===== src/rtl/pv2_mem_arb.sv =====
// rtl/pv2_mem_arb.sv - two-port round-robin memory arbiter with in-order response routing
// Optional feature: define PV2_MEM_ARB_STATS_EN to enable grant/conflict counters.
module pv2_mem_arb #(
  parameter int unsigned p_depth   = 4,
  parameter int unsigned p_req_sz  = 67,
  parameter int unsigned p_resp_sz = 35
) (
  input  logic                 clk,
  input  logic                 reset,
  input  logic                 req0_val,
  output logic                 req0_rdy,
  input  logic [p_req_sz-1:0]  req0_msg,
  input  logic                 req1_val,
  output logic                 req1_rdy,
  input  logic [p_req_sz-1:0]  req1_msg,
  output logic                 resp0_val,
  input  logic                 resp0_rdy,
  output logic [p_resp_sz-1:0] resp0_msg,
  output logic                 resp1_val,
  input  logic                 resp1_rdy,
  output logic [p_resp_sz-1:0] resp1_msg,
  output logic                 memreq_val,
  input  logic                 memreq_rdy,
  output logic [p_req_sz-1:0]  memreq_msg,
  input  logic                 memresp_val,
  output logic                 memresp_rdy,
  input  logic [p_resp_sz-1:0] memresp_msg,
  output logic                 err,
  output logic [31:0]          stat_grant0,
  output logic [31:0]          stat_grant1,
  output logic [31:0]          stat_conflict
);

  localparam int unsigned PW = (p_depth > 1) ? $clog2(p_depth) : 1;
  localparam int unsigned CW = PW + 1;

  // Routing FIFO holds the port id of every outstanding request, oldest at rd_ptr.
  logic [PW-1:0]      wr_ptr_q, wr_ptr_d;
  logic [PW-1:0]      rd_ptr_q, rd_ptr_d;
  logic [CW-1:0]      count_q, count_d;
  logic [p_depth-1:0] route_q;
  logic               last_q, last_d;
  logic               err_q, err_d;

  logic fifo_full, fifo_empty, head, gnt0, gnt1, push, pop;

  // Grant selection, request handshakes and response steering (all combinational)
  always_comb begin
    fifo_full   = (count_q == CW'(p_depth));
    fifo_empty  = (count_q == '0);
    // last_q = 1 means port 1 won the previous transfer, so port 0 wins a tie
    gnt1        = req1_val & (~req0_val | ~last_q);
    gnt0        = req0_val & ~gnt1;
    memreq_val  = (req0_val | req1_val) & ~fifo_full;
    memreq_msg  = gnt1 ? req1_msg : req0_msg;
    req0_rdy    = memreq_rdy & ~fifo_full & gnt0;
    req1_rdy    = memreq_rdy & ~fifo_full & gnt1;
    push        = memreq_val & memreq_rdy;
    head        = route_q[rd_ptr_q];
    resp0_val   = memresp_val & ~fifo_empty & ~head;
    resp1_val   = memresp_val & ~fifo_empty & head;
    resp0_msg   = memresp_msg;
    resp1_msg   = memresp_msg;
    memresp_rdy = ~fifo_empty & (head ? resp1_rdy : resp0_rdy);
    pop         = memresp_val & memresp_rdy;
    err         = err_q;
  end

  // Next-state for pointers, occupancy, round-robin history and sticky error
  always_comb begin
    wr_ptr_d = wr_ptr_q + PW'(push);
    rd_ptr_d = rd_ptr_q + PW'(pop);
    count_d  = count_q + CW'(push) - CW'(pop);
    last_d   = push ? gnt1 : last_q;
    // a response with nothing outstanding is dropped and flagged
    err_d    = err_q | (memresp_val & fifo_empty);
  end

  // Control state register
  always_ff @(posedge clk) begin
    if (!reset) begin
      wr_ptr_q <= '0;
      rd_ptr_q <= '0;
      count_q  <= '0;
      last_q   <= 1'b1;
      err_q    <= 1'b0;
    end else begin
      wr_ptr_q <= wr_ptr_d;
      rd_ptr_q <= rd_ptr_d;
      count_q  <= count_d;
      last_q   <= last_d;
      err_q    <= err_d;
    end
  end

  // Routing entry storage; contents are only read while count_q is non-zero
  always_ff @(posedge clk) begin
    if (push) route_q[wr_ptr_q] <= gnt1;
  end

`ifdef PV2_MEM_ARB_STATS_EN
  logic [31:0] grant0_q, grant1_q, conflict_q;

  // Saturating performance counters
  always_ff @(posedge clk) begin
    if (!reset) begin
      grant0_q   <= '0;
      grant1_q   <= '0;
      conflict_q <= '0;
    end else begin
      if (push & gnt0 & ~&grant0_q) grant0_q <= grant0_q + 32'd1;
      if (push & gnt1 & ~&grant1_q) grant1_q <= grant1_q + 32'd1;
      if (req0_val & req1_val & ~&conflict_q) conflict_q <= conflict_q + 32'd1;
    end
  end

  assign stat_grant0   = grant0_q;
  assign stat_grant1   = grant1_q;
  assign stat_conflict = conflict_q;
`else
  assign stat_grant0   = 32'd0;
  assign stat_grant1   = 32'd0;
  assign stat_conflict = 32'd0;
`endif

endmodule


===== config.mk =====
export PLATFORM = sky130hd
export DESIGN_NAME = pv2_mem_arb
export DESIGN_NICKNAME = d
export VERILOG_FILES = /design/src/rtl/pv2_mem_arb.sv
export SDC_FILE = /design/constraint.sdc
export NUM_CORES = 1
export LEC_CHECK = 0
export ABC_AREA = 1
export ABC_CLOCK_PERIOD_IN_PS = 2400
export BUFFER_PORTS_ARGS = -buffer_cell sky130_fd_sc_hd__buf_4
export CAP_MARGIN = 15
export CORE_AREA = 10 10 156 158
export DETAILED_ROUTE_END_ITERATION = 10
export DIE_AREA = 0 0 166 168
export SYNTH_ARGS = -nofsm -noshare
export SYNTH_HDL_FRONTEND = slang
export SYNTH_SLANG_ARGS = --single-unit

===== constraint.sdc =====
create_clock -name clk -period 2.4 [get_ports clk]
set_input_delay 0.36 -clock clk [delete_from_list [all_inputs] [get_ports clk]]
set_output_delay 0.36 -clock clk [all_outputs]
set_load 0.1 [all_outputs]

After elaboration in Yosys (flattened, before gate mapping)
Cells that the tools add are included.
{ "classes": {"addsub": 4, "reduce_logical": 2, "n_lt_le_gt_ge": 3, "bitwise_logic": 22, "n_eq_ne": 1, "n_mux": 7} }
{ "op_table": {"columns": ["op", "n"], "rows": [
  ["$mux W67", 1],
  ["$and A1 B1 Y1", 13],
  ["$lt A2 B3 Y1 const B", 2],
  ["$not A1 Y1", 6],
  ["$add A2 B1 Y2", 2],
  ["$bwmux W4", 1],
  ["$add A3 B1 Y3", 1],
  ["$eq A3 B3 Y1 const B", 1],
  ["$logic_not A3 Y1", 1],
  ["$mux W1", 3],
  ["$or A1 B1 Y1", 3],
  ["$sub A3 B1 Y3", 1],
  ["$bmux W1 S2", 1],
  ["$demux W1 S2", 1],
  ["$ge A2 B1 Y1 const B", 1],
  ["$logic_and A1 B1 Y1", 1]
]} }
{ "totals": {"input_bits": 177, "reg_bits": 13, "output_inout_bits": 240, "elab_cells": 45} }

Longest topological paths before layout
Gate-level depths: netlist (run 1).
{ "depth": {"depth_word": 6, "mapped_depth": 13, "mapped_depth_nobuf": 13} }

Worst setup path after synthesis (run 1)
No wires, ideal clock.
{ "synth_timing": {"path_kind": "register to register", "from": "register count_q[1]", "to": "register count_q[2]", "path_slack_ps": -279, "n_path_buf": 0, "period_less_slack_ps": 2679, "arrival_ps": 2559, "stages_incl_launch_ff": 11, "required_time_ps": 2280, "path_cell_list": "dfxtp_1 > inv_1 > nand3_1 > o21a_1 > nand2_1 > xor2_1 > ha_1 > inv_1 > fa_1 > o21ai_0 > a21oi_1"} }
{ "synth_between": {"elab_chain_cells": 6, "elab_cells_between_ends": 10, "classes_between": "2 x add/sub; 1 x eq/ne; 6 x bitwise; 1 x reduce/logical"} }
{ "synth_lines": {"columns": ["item", "line_no", "rtl"], "rows": [
  ["start: declaration", "40", "logic [CW-1:0] count_q, count_d;"],
  ["start signal: assignment", "90", "count_q <= count_d;"],
  ["$eq A3 B3 Y1", "49", "fifo_full = (count_q == CW'(p_depth));"],
  ["$not A1 Y1", "54", "memreq_val = (req0_val | req1_val) & ~fifo_full;"],
  ["$and A1 B1 Y1", "54", null],
  ["via memreq_val", "22", "output logic memreq_val,"],
  ["$and A1 B1 Y1", "58", "push = memreq_val & memreq_rdy;"],
  ["$add A3 B1 Y3", "73", "count_d = count_q + CW'(push) - CW'(pop);"],
  ["$sub A3 B1 Y3", "73", null]
]} }
The timed path passes the listed nets, and every way through them passes these cells.
A chain may end at the register's enable or synchronous reset.

Worst setup path after layout (run 1)
{ "layout_timing": {"from": "register count_q[1]", "to": "register count_q[2]"} }
{ "layout_between": {"elab_chain_cells": 6, "elab_cells_between_ends": 10, "classes_between": "2 x add/sub; 1 x eq/ne; 6 x bitwise; 1 x reduce/logical"} }
{ "layout_lines": {"columns": ["item", "line_no"], "rows": [
  ["$eq A3 B3 Y1", "49"],
  ["$not A1 Y1", "54"],
  ["$and A1 B1 Y1", "54"],
  ["$and A1 B1 Y1", "58"],
  ["$add A3 B1 Y3", "73"],
  ["$sub A3 B1 Y3 (*)", "73"]
]} }
Mark *: on every way between the ends. The rest lies on a longest branch, timed or not.

==> flow_summary.ini, run 1 <==
[status]
status = finished clean

[setup_path]
cp_num_buf_inv = 1
worstPathCellList = nor3_1 -> nor2_1 -> nand2_1 -> xor2_1 -> ha_1 -> inv_1 -> fa_1 -> o21ai_0 -> a21oi_1
critical_path.max_stage_delay_ns = 0.38
path_delay_family = simple AND/OR/NAND/NOR gates
crit_arrival_ns = 2.25
critPathRequiredTime_ns = 2.53
cp-start-kind = flop
critPathCaptureType = flop
cp_max_fo = 4
slowest_stage = fa_1
path_class = reg2reg

[clocking]
cts.reportedPaths.clkPinSlew_ns = 0.04
clk_latency_ns = 0.24
cts.path.max_buffers = 2
tritoncts = yes
hold_buffers = 0
cts_made_buffers = 3
h-tree-depth = 1
cts_setup_buffers = 0
cts_root_buf = clkbuf_16
cts.sinks = 13
post_cts_resize_count = 0

[power_and_ir_drop]
comb_power_share = 0.811
power_frac_seq = 0.095
powerDensity_mw_per_mm2 = 862
power.leakage_uw = 0.00230
power.share.switching = 0.702
p_int_uw = 990
p_clk_frac = 0.094
switching_power_uw = 2330
ir_drop_mv = 0.462

[logic_synthesis]
synthCells = 463
post-synth-top-area-fraction = 0.462
yosysTopAreaCell = buf_4
yosys_warnings = 0
ys_seq_area_frac = 0.110
synth.distinct_cells = 23
ys_seq_elements = 13
syn_avg_cell_area_um2 = 5.89
syn-cell-area_mm2 = 0.00273
ys_top_cells_by_area = buf_4 46%, nand2_1 30%, dfxtp_1 6.6%

[sta]
setup_viol = 0
hold_viol = 0
worst_slack_ns = 0.272
finalHoldWorstSlack_ns = 0.357
min_period_ns = 2.13
grt_setup_unrepaired = false
max_clock_freq_ghz = 0.470
period_share = 0.886
fin_setup_tns_ns = 0
finalMaxSlewViolations = 0
fin_skew_ns = 0.00264

[floorplanning]
die_h_um = 168
io_pins = 417
fp.dieW_um = 166
die_area_mm2 = 0.0279
start_util = 0.127
core_region_area_mm2 = 0.0214
num_rows = 54

[drt]
drc = 0
dr_total_vias = 2806
drt_iter0_drc = 69
drt_wl_total_mm = 10.7
first_pass_iters = 4
post_drt_via_cell_ratio = 3.19
wire_per_inst_um = 12.1
postRouteAntennaNets = 0

[place]
place_congestion = 0.750
place.port_buffers = 215
detailed_place_hpwl_mm = 9.36
placed_cell_area_mm2 = 0.00378
pre_cts_ws_ns = 0.326
dpl.cell_count = 876

[finish]
stdcell_count = 880
fin_nets = 781
design_area_mm2 = 0.00386
synthToLayoutAreaGrowth_pct = 41.4
antenna_cells = 0
drive_above_1_share = 0.385
fillCellCount = 2454
final_common_cell = buf_4
final_cell_mix = 217 x buf_4, 216 x nand2_1, 96 x conb_1

[min_path]
hold_path.class = in2reg

[global_routing]
grt_usage = 0.0687
overflow = 0
antenna_found_initial = 0
grt_pass1_wl_mm = 16.2
grt_max_degree = 72
grt_pass1_vias = 3059

[flow_run]
drv_cap = 0
## cell usage after synthesis (all sizes together)
cell type	count
fa	1
clkbuf	4
buf	176
conb	1
nand2	220
nor3	5
edfxtp	4
ha	2
xor2	2
nor2	8
a21oi	5
nand4	1
o21a	1
o21ai	1
xnor2	1
nand3	5
a211o	1
dfxtp	9
inv	16
## area by class of cell
type / instances / area, um^2 / share of cell area
timing repair buffer: 218 / 1650 / 0.428
multi-input combinational: 349 / 1420 / 0.368
tap: 280 / 350 / 0.0908
sequential: 13 / 300 / 0.0778
clock buffer: 4 / 78.8 / 0.0204
inverter: 16 / 60.1 / 0.0156
## tightest hold or removal path, cell delays in order
cell and delay, ns:
buf_4 0.12, nand2_1 0.05, inv_1 0.04
## logic make-up (layout without fill, tap and decap cells)
logic type,count (synthesis),count (layout),synth area share
buf+inv,196,238,0.505
fa+ha+maj,3,3,0.0165
other cells,1,96,0.00137
simple gates,239,239,0.341
flops,13,13,0.110
compound gates,8,8,0.0170
xor+xnor,3,3,0.00963
## final timing paths
kind	startpoint	end	slack, ns	cells past startpoint
worst max register to register	count_q[1]	count_q[2]	0.27	9
worst min-delay path	reset	wr_ptr_q[0]	0.36	3
worst max-delay path	count_q[1]	count_q[2]	0.27	9
worst min register to register	err	err	0.45	2
## sequential cells by signal, summed over array words and instances, names as in the netlist
name	count
err	1
wr_ptr_q	2
last_q	1
route_q	4
rd_ptr_q	2
count_q	3
## per-stage QoR
| stage | total power, uW | utilization |
|---|---|---|
| 2_1_floorplan | 3150 | - |
| 5_1_grt | 3470 | 0.180 |
| 6_report | 3320 | 0.180 |
| 4_1_cts | 3350 | 0.180 |
| 3_3_place_gp | 3000 | 0.176 |
| 3_5_place_dp | 3010 | 0.176 |
## routing by layer
layer / track usage / wire length (um) / vias to the layer above
met1: 0.0663 / 3590 / 1163
met2: 0.117 / 5210 / 202
met3: 0.0398 / 1470 / 41
met4: 0.0312 / 405 / 0
li1: - / - / 1400
met5: 0 / 0 / -
## power by group through the flow
stage	sequential (uW)	combinational [uW]	clock, uW
after floorplan	349	2800	0
after global placement	316	2690	0
after detailed placement	319	2690	0
after CTS	318	2710	320
after global routing	326	2820	330
final	316	2690	313
Power figures use the tool's default switching activity.
==> inputs of run 2 (changes only) <==
--- a/config.mk
+++ b/config.mk
@@ -6,12 +6,12 @@
 export NUM_CORES = 1
 export LEC_CHECK = 0
 export ABC_AREA = 1
-export ABC_CLOCK_PERIOD_IN_PS = 2400
+export ABC_CLOCK_PERIOD_IN_PS = 2700
 export BUFFER_PORTS_ARGS = -buffer_cell sky130_fd_sc_hd__buf_4
 export CAP_MARGIN = 15
-export CORE_AREA = 10 10 156 158
+export CORE_AREA = 10 10 155 157
 export DETAILED_ROUTE_END_ITERATION = 10
-export DIE_AREA = 0 0 166 168
+export DIE_AREA = 0 0 165 167
 export SYNTH_ARGS = -nofsm -noshare
 export SYNTH_HDL_FRONTEND = slang
 export SYNTH_SLANG_ARGS = --single-unit
==> constraint.sdc (replaced) <==
create_clock -name clk -period 2.7 [get_ports clk]
set_input_delay 0.405 -clock clk [delete_from_list [all_inputs] [get_ports clk]]
set_output_delay 0.405 -clock clk [all_outputs]
set_load 0.1 [all_outputs]
==> run 2 against run 1 <==
Net effect: cell area down 0.19%; first-iteration DRC count up 16%; sequential power down 11%; core utilization up 0.48 points; count of clock-buffer cells in the layout unchanged; worst hold slack better by 0.045 ns; combinational power down 10%; routed wire length up 6.1%; final cell count down 0.45%; global-route usage up 0.36 points; sequential cell count unchanged; critical endpoint is now memreq_msg[2]; largest cell class unchanged.
==> flow_summary.ini, run 2 (synthesis results as in run 1) <==
[status]
status = finished clean

[drt]
drt_wl_total_mm = 11.3
dr_total_vias = 2864
postRouteAntennaNets = 0
first_pass_iters = 5
post_drt_via_cell_ratio = 3.27
drt_iter0_drc = 80
wire_per_inst_um = 12.9
drc = 0

[sta]
setup_viol = 0
max_clock_freq_ghz = 0.459
min_period_ns = 2.18
fin_setup_tns_ns = 0
fin_skew_ns = 0.00150
hold_viol = 0
finalMaxSlewViolations = 0
grt_setup_unrepaired = false
period_share = 0.807

[setup_path]
slowest_stage = buf_4
path_class = reg2out
critical_path.max_stage_delay_ns = 0.38
cp-start-kind = flop
cpMostUsedCell = nand2_1
critPathRequiredTime_ns = 2.30
critPathCaptureType = primary output
worstPathCellList = nand2_1 -> nand2_2 -> buf_4 -> nand2_1 -> nand2_1 -> buf_4
cp_max_fo = 36
crit_arrival_ns = 1.77

[clocking]
cts_setup_buffers = 0
hold_buffers = 0
cts_root_buf = clkbuf_16
cts.path.max_buffers = 2
h-tree-depth = 1
cts_made_buffers = 3
tritoncts = yes
clk_latency_ns = 0.24
cts.reportedPaths.clkPinSlew_ns = 0.04
post_cts_resize_count = 0
cts.sinks = 13

[power_and_ir_drop]
p_int_uw = 891
power.leakage_uw = 0.00230
power.share.switching = 0.701
power_frac_seq = 0.095
powerDensity_mw_per_mm2 = 775
ir_drop_mv = 0.303
switching_power_uw = 2090
comb_power_share = 0.811
p_clk_frac = 0.094

[global_routing]
grt_pass1_wl_mm = 16.4
use_met2 = 0.124
top_usage_layer = met2
grt_pass1_vias = 3103
antenna_found_initial = 0
grt_max_degree = 72
grtUsageMet1 = 0.0679
grt_usage = 0.0723
overflow = 0
gr-usage-met3 = 0.0409

[finish]
fin_nets = 782
final_util = 0.185
synthToLayoutAreaGrowth_pct = 41.1
antenna_cells = 0
final_cell_mix = 218 x buf_4, 216 x nand2_1, 96 x conb_1
final_common_cell = buf_4
top_register = route_q
largest_registers = route_q (4), count_q (3)
largest_register_ffs = 4
drive_above_1_share = 0.381

[floorplanning]
die_area_mm2 = 0.0276
io_pins = 417
num_rows = 53
fp.dieW_um = 165
core_region_area_mm2 = 0.0208
start_util = 0.131
die_h_um = 167

[place]
detailed_place_hpwl_mm = 9.96
place_congestion = 0.757
place.port_buffers = 215

[min_path]
hold_path.class = in2reg

[flow_run]
drv_cap = 0
run 2: cell types whose count changed in the layout (fill, tap and decap cells not counted):
cell	previous run	this run
a21oi_1	3	5
a21oi_2	2	0
buf_4	217	218
o21a_1	0	1
o21a_2	1	0
run 2: final timing paths:
kind	from	end	slack, ns	depth (start not counted)
min reg2reg	err	err	0.46	2
max reg2reg	rd_ptr_q[0]	count_q[2]	0.57	12
max	last_q	memreq_msg[2]	0.52	6
min	reset	wr_ptr_q[0]	0.40	3
run 2: stage by stage:
stage                     total power, uW  cells  setup WS [ns]  instance area [um^2]  hold WS (ns)
final                                2980    876          0.522                  3850         0.402
after global routing                 3120    876          0.287                  3850         0.427
after CTS                            3000    876          0.500                  3850         0.400
after detailed placement             2710    872          0.595                  3770         0.450
after global placement               2700    872          0.643                  3770         0.450
after floorplan                      2790    558         0.0206                  3080         0.439
run 2: critical path, delay by kind of cell (launching register included):
kind | cells | cell delay (ns)
buf+inv | 2 | 0.68
flops | 1 | 0.36
simple gates | 4 | 0.46
run 2: metal layers:
layer | vias to the layer above | wire, um
met3 | 42 | 1920
met5 | - | 0
li1 | 1402 | -
met2 | 221 | 5410
met4 | 0 | 426
met1 | 1199 | 3580
run 2: power by group through the flow:
stage	clock network (uW)	registers (uW)	logic [uW]
after floorplan	0	311	2480
after global placement	0	282	2420
after detailed placement	0	286	2420
after CTS	288	282	2430
after global routing	299	287	2540
final	281	282	2420
run 2: final cells by class:
class                           instances  area (um^2)
Sequential cell                        13          300
Timing Repair Buffer                  219         1660
Multi-Input combinational cell        349         1410
Inverter                               16         60.1
Fill cell                            2424        17000
Clock buffer                            4         78.8
Tap cell                              275          344
==> inputs of run 3 (changes only) <==
--- a/config.mk
+++ b/config.mk
@@ -6,7 +6,7 @@
 export NUM_CORES = 1
 export LEC_CHECK = 0
 export ABC_AREA = 1
-export ABC_CLOCK_PERIOD_IN_PS = 2700
+export ABC_CLOCK_PERIOD_IN_PS = 1800
 export BUFFER_PORTS_ARGS = -buffer_cell sky130_fd_sc_hd__buf_4
 export CAP_MARGIN = 15
 export CORE_AREA = 10 10 155 157
==> constraint.sdc (replaced) <==
create_clock -name clk -period 1.8 [get_ports clk]
set_input_delay 0.27 -clock clk [delete_from_list [all_inputs] [get_ports clk]]
set_output_delay 0.27 -clock clk [all_outputs]
set_load 0.1 [all_outputs]
==> run 3 against run 2 <==
Net effect: register-to-register slack worse by 0.68 ns; core utilization rose by 5.5 points; sequential power up 55%; first-iteration DRC count fell by 23%; clock power grew 49%; the flow now finishes with violations (setup timing); critical path type is now reg2reg.
==> flow_summary.ini, run 3 (synthesis results as in run 1) <==
[power_and_ir_drop]
ir_drop_mv = 0.401
power_frac_seq = 0.082
switching_power_uw = 3410
p_clk_frac = 0.079
comb_power_share = 0.839
power.share.switching = 0.640
powerDensity_mw_per_mm2 = 1070
power.leakage_uw = 0.00268
p_int_uw = 1920

[place]
detailed_place_hpwl_mm = 10.3
placed_cell_area_mm2 = 0.00406
place_congestion = 0.718
pre_cts_ws_ns = -0.165
place.port_buffers = 215

[min_path]
hold_path.class = in2reg

[drt]
drc = 0
first_pass_iters = 4
drt_iter0_drc = 62
postRouteAntennaNets = 0
wire_per_inst_um = 15.1
dr_total_vias = 3022
post_drt_via_cell_ratio = 3.37
drt_wl_total_mm = 13.6

[finish]
synthToLayoutAreaGrowth_pct = 83.1
fin_nets = 803
largest_registers = route_q (4), count_q (3)
design_area_mm2 = 0.00499
antenna_cells = 0
final_cell_mix = 164 x nand2_1, 158 x buf_4, 96 x conb_1
top_register = route_q
largest_register_ffs = 4
final_common_cell = nand2_1
drive_above_1_share = 0.519

[global_routing]
grt_pass1_wl_mm = 17.2
grt_max_degree = 36
overflow = 0
grt_usage = 0.0765
grt_pass1_vias = 3141
antenna_found_initial = 0

[sta]
fin_skew_ns = 0.00576
hold_viol = 0
setup_viol = 2
finalMaxSlewViolations = 0
grt_setup_unrepaired = true
finalHoldWorstSlack_ns = 0.269
min_period_ns = 1.91
worst_slack_ns = -0.112
period_share = 1.06
max_clock_freq_ghz = 0.523

[setup_path]
critPathCaptureType = flop
crit_arrival_ns = 2.05
path_class = reg2reg
slowest_stage = fa_2
cp_max_fo = 3
critPathRequiredTime_ns = 1.93
worstPathCellList = nand2_4 -> nand3_4 -> nand2_4 -> nand2_4 -> nand2_4 -> nand2_4 -> xor2_1 -> ha_2 -> inv_2 -> fa_2 -> nor2_1
critical_path.max_stage_delay_ns = 0.51
cpMostUsedCell = nand2_4
cp-start-kind = flop

[status]
status = complete, but fails checks
violations = setup timing

[floorplanning]
core_region_area_mm2 = 0.0208
fp.dieW_um = 165
io_pins = 417
die_area_mm2 = 0.0276
die_h_um = 167
num_rows = 53
start_util = 0.131

[clocking]
cts_made_buffers = 3
tritoncts = yes
cts_root_buf = clkbuf_16
cts.path.max_buffers = 2
clk_latency_ns = 0.24
h-tree-depth = 1
cts.sinks = 13
cts.reportedPaths.clkPinSlew_ns = 0.05

[flow_run]
drv_cap = 0
run 3: power by group through the flow:
stage	Sequential [uW]	Combinational, uW	Clock, uW
floorplan	484	3830	0
global placement	431	3830	0
detailed placement	435	3840	0
CTS	432	3980	430
global route	446	4660	442
finish	438	4470	419
run 3: path summary, 6_finish.rpt:
kind,slack [ns],endpoint,cells past startpoint,start
min reg2reg,0.45,err,2,err
min,0.27,wr_ptr_q[0],3,reset
max,-0.11,count_q[1],11,route_q[0]
max reg2reg,-0.11,count_q[1],11,route_q[0]
run 3: stage by stage:
step | cells | power [uW] | TNS, ns | util
final | 897 | 5330 | -0.198 | 0.240
after CTS | 893 | 4850 | -0.130 | 0.209
after global placement | 884 | 4260 | -0.162 | 0.195
after floorplan | 558 | 4310 | -0.293 | -
after detailed placement | 884 | 4280 | -0.263 | 0.195
after global routing | 897 | 5550 | -0.426 | 0.240
run 3: metal layers:
| metal | track usage | vias to the layer above | part of all wire |
|---|---|---|---|
| met3 | 0.0409 | 38 | 0.12 |
| met4 | 0.0227 | 0 | 0.023 |
| met1 | 0.0713 | 1344 | 0.33 |
| met5 | 0 | - | 0 |
| li1 | - | 1446 | - |
| met2 | 0.139 | 194 | 0.53 |
run 3: area by class of cell:
class | count | area [um^2]
sequential | 13 | 312
timing repair buffer | 240 | 2510
multi-input combinational | 349 | 1680
fill | 2352 | 15800
clock buffer | 4 | 78.8
inverter | 16 | 70.1
tap | 275 | 344
run 3: worst max-delay path: cells and delay by family, from the launching register on:
family        cells  cell delay [ns]
flops             1             0.40
fa+ha+maj         2             0.70
xor+xnor          1             0.16
simple gates      7             0.50
buf+inv           1             0.04
run 3: what timing repair did:
action                     4_1_cts  5_1_grt
pin swaps                        7       10
resized for setup               44      138
setup endpoints to repair       62       65
gates cloned                     1        4
setup buffers                    4        1
hold buffers                     0        0
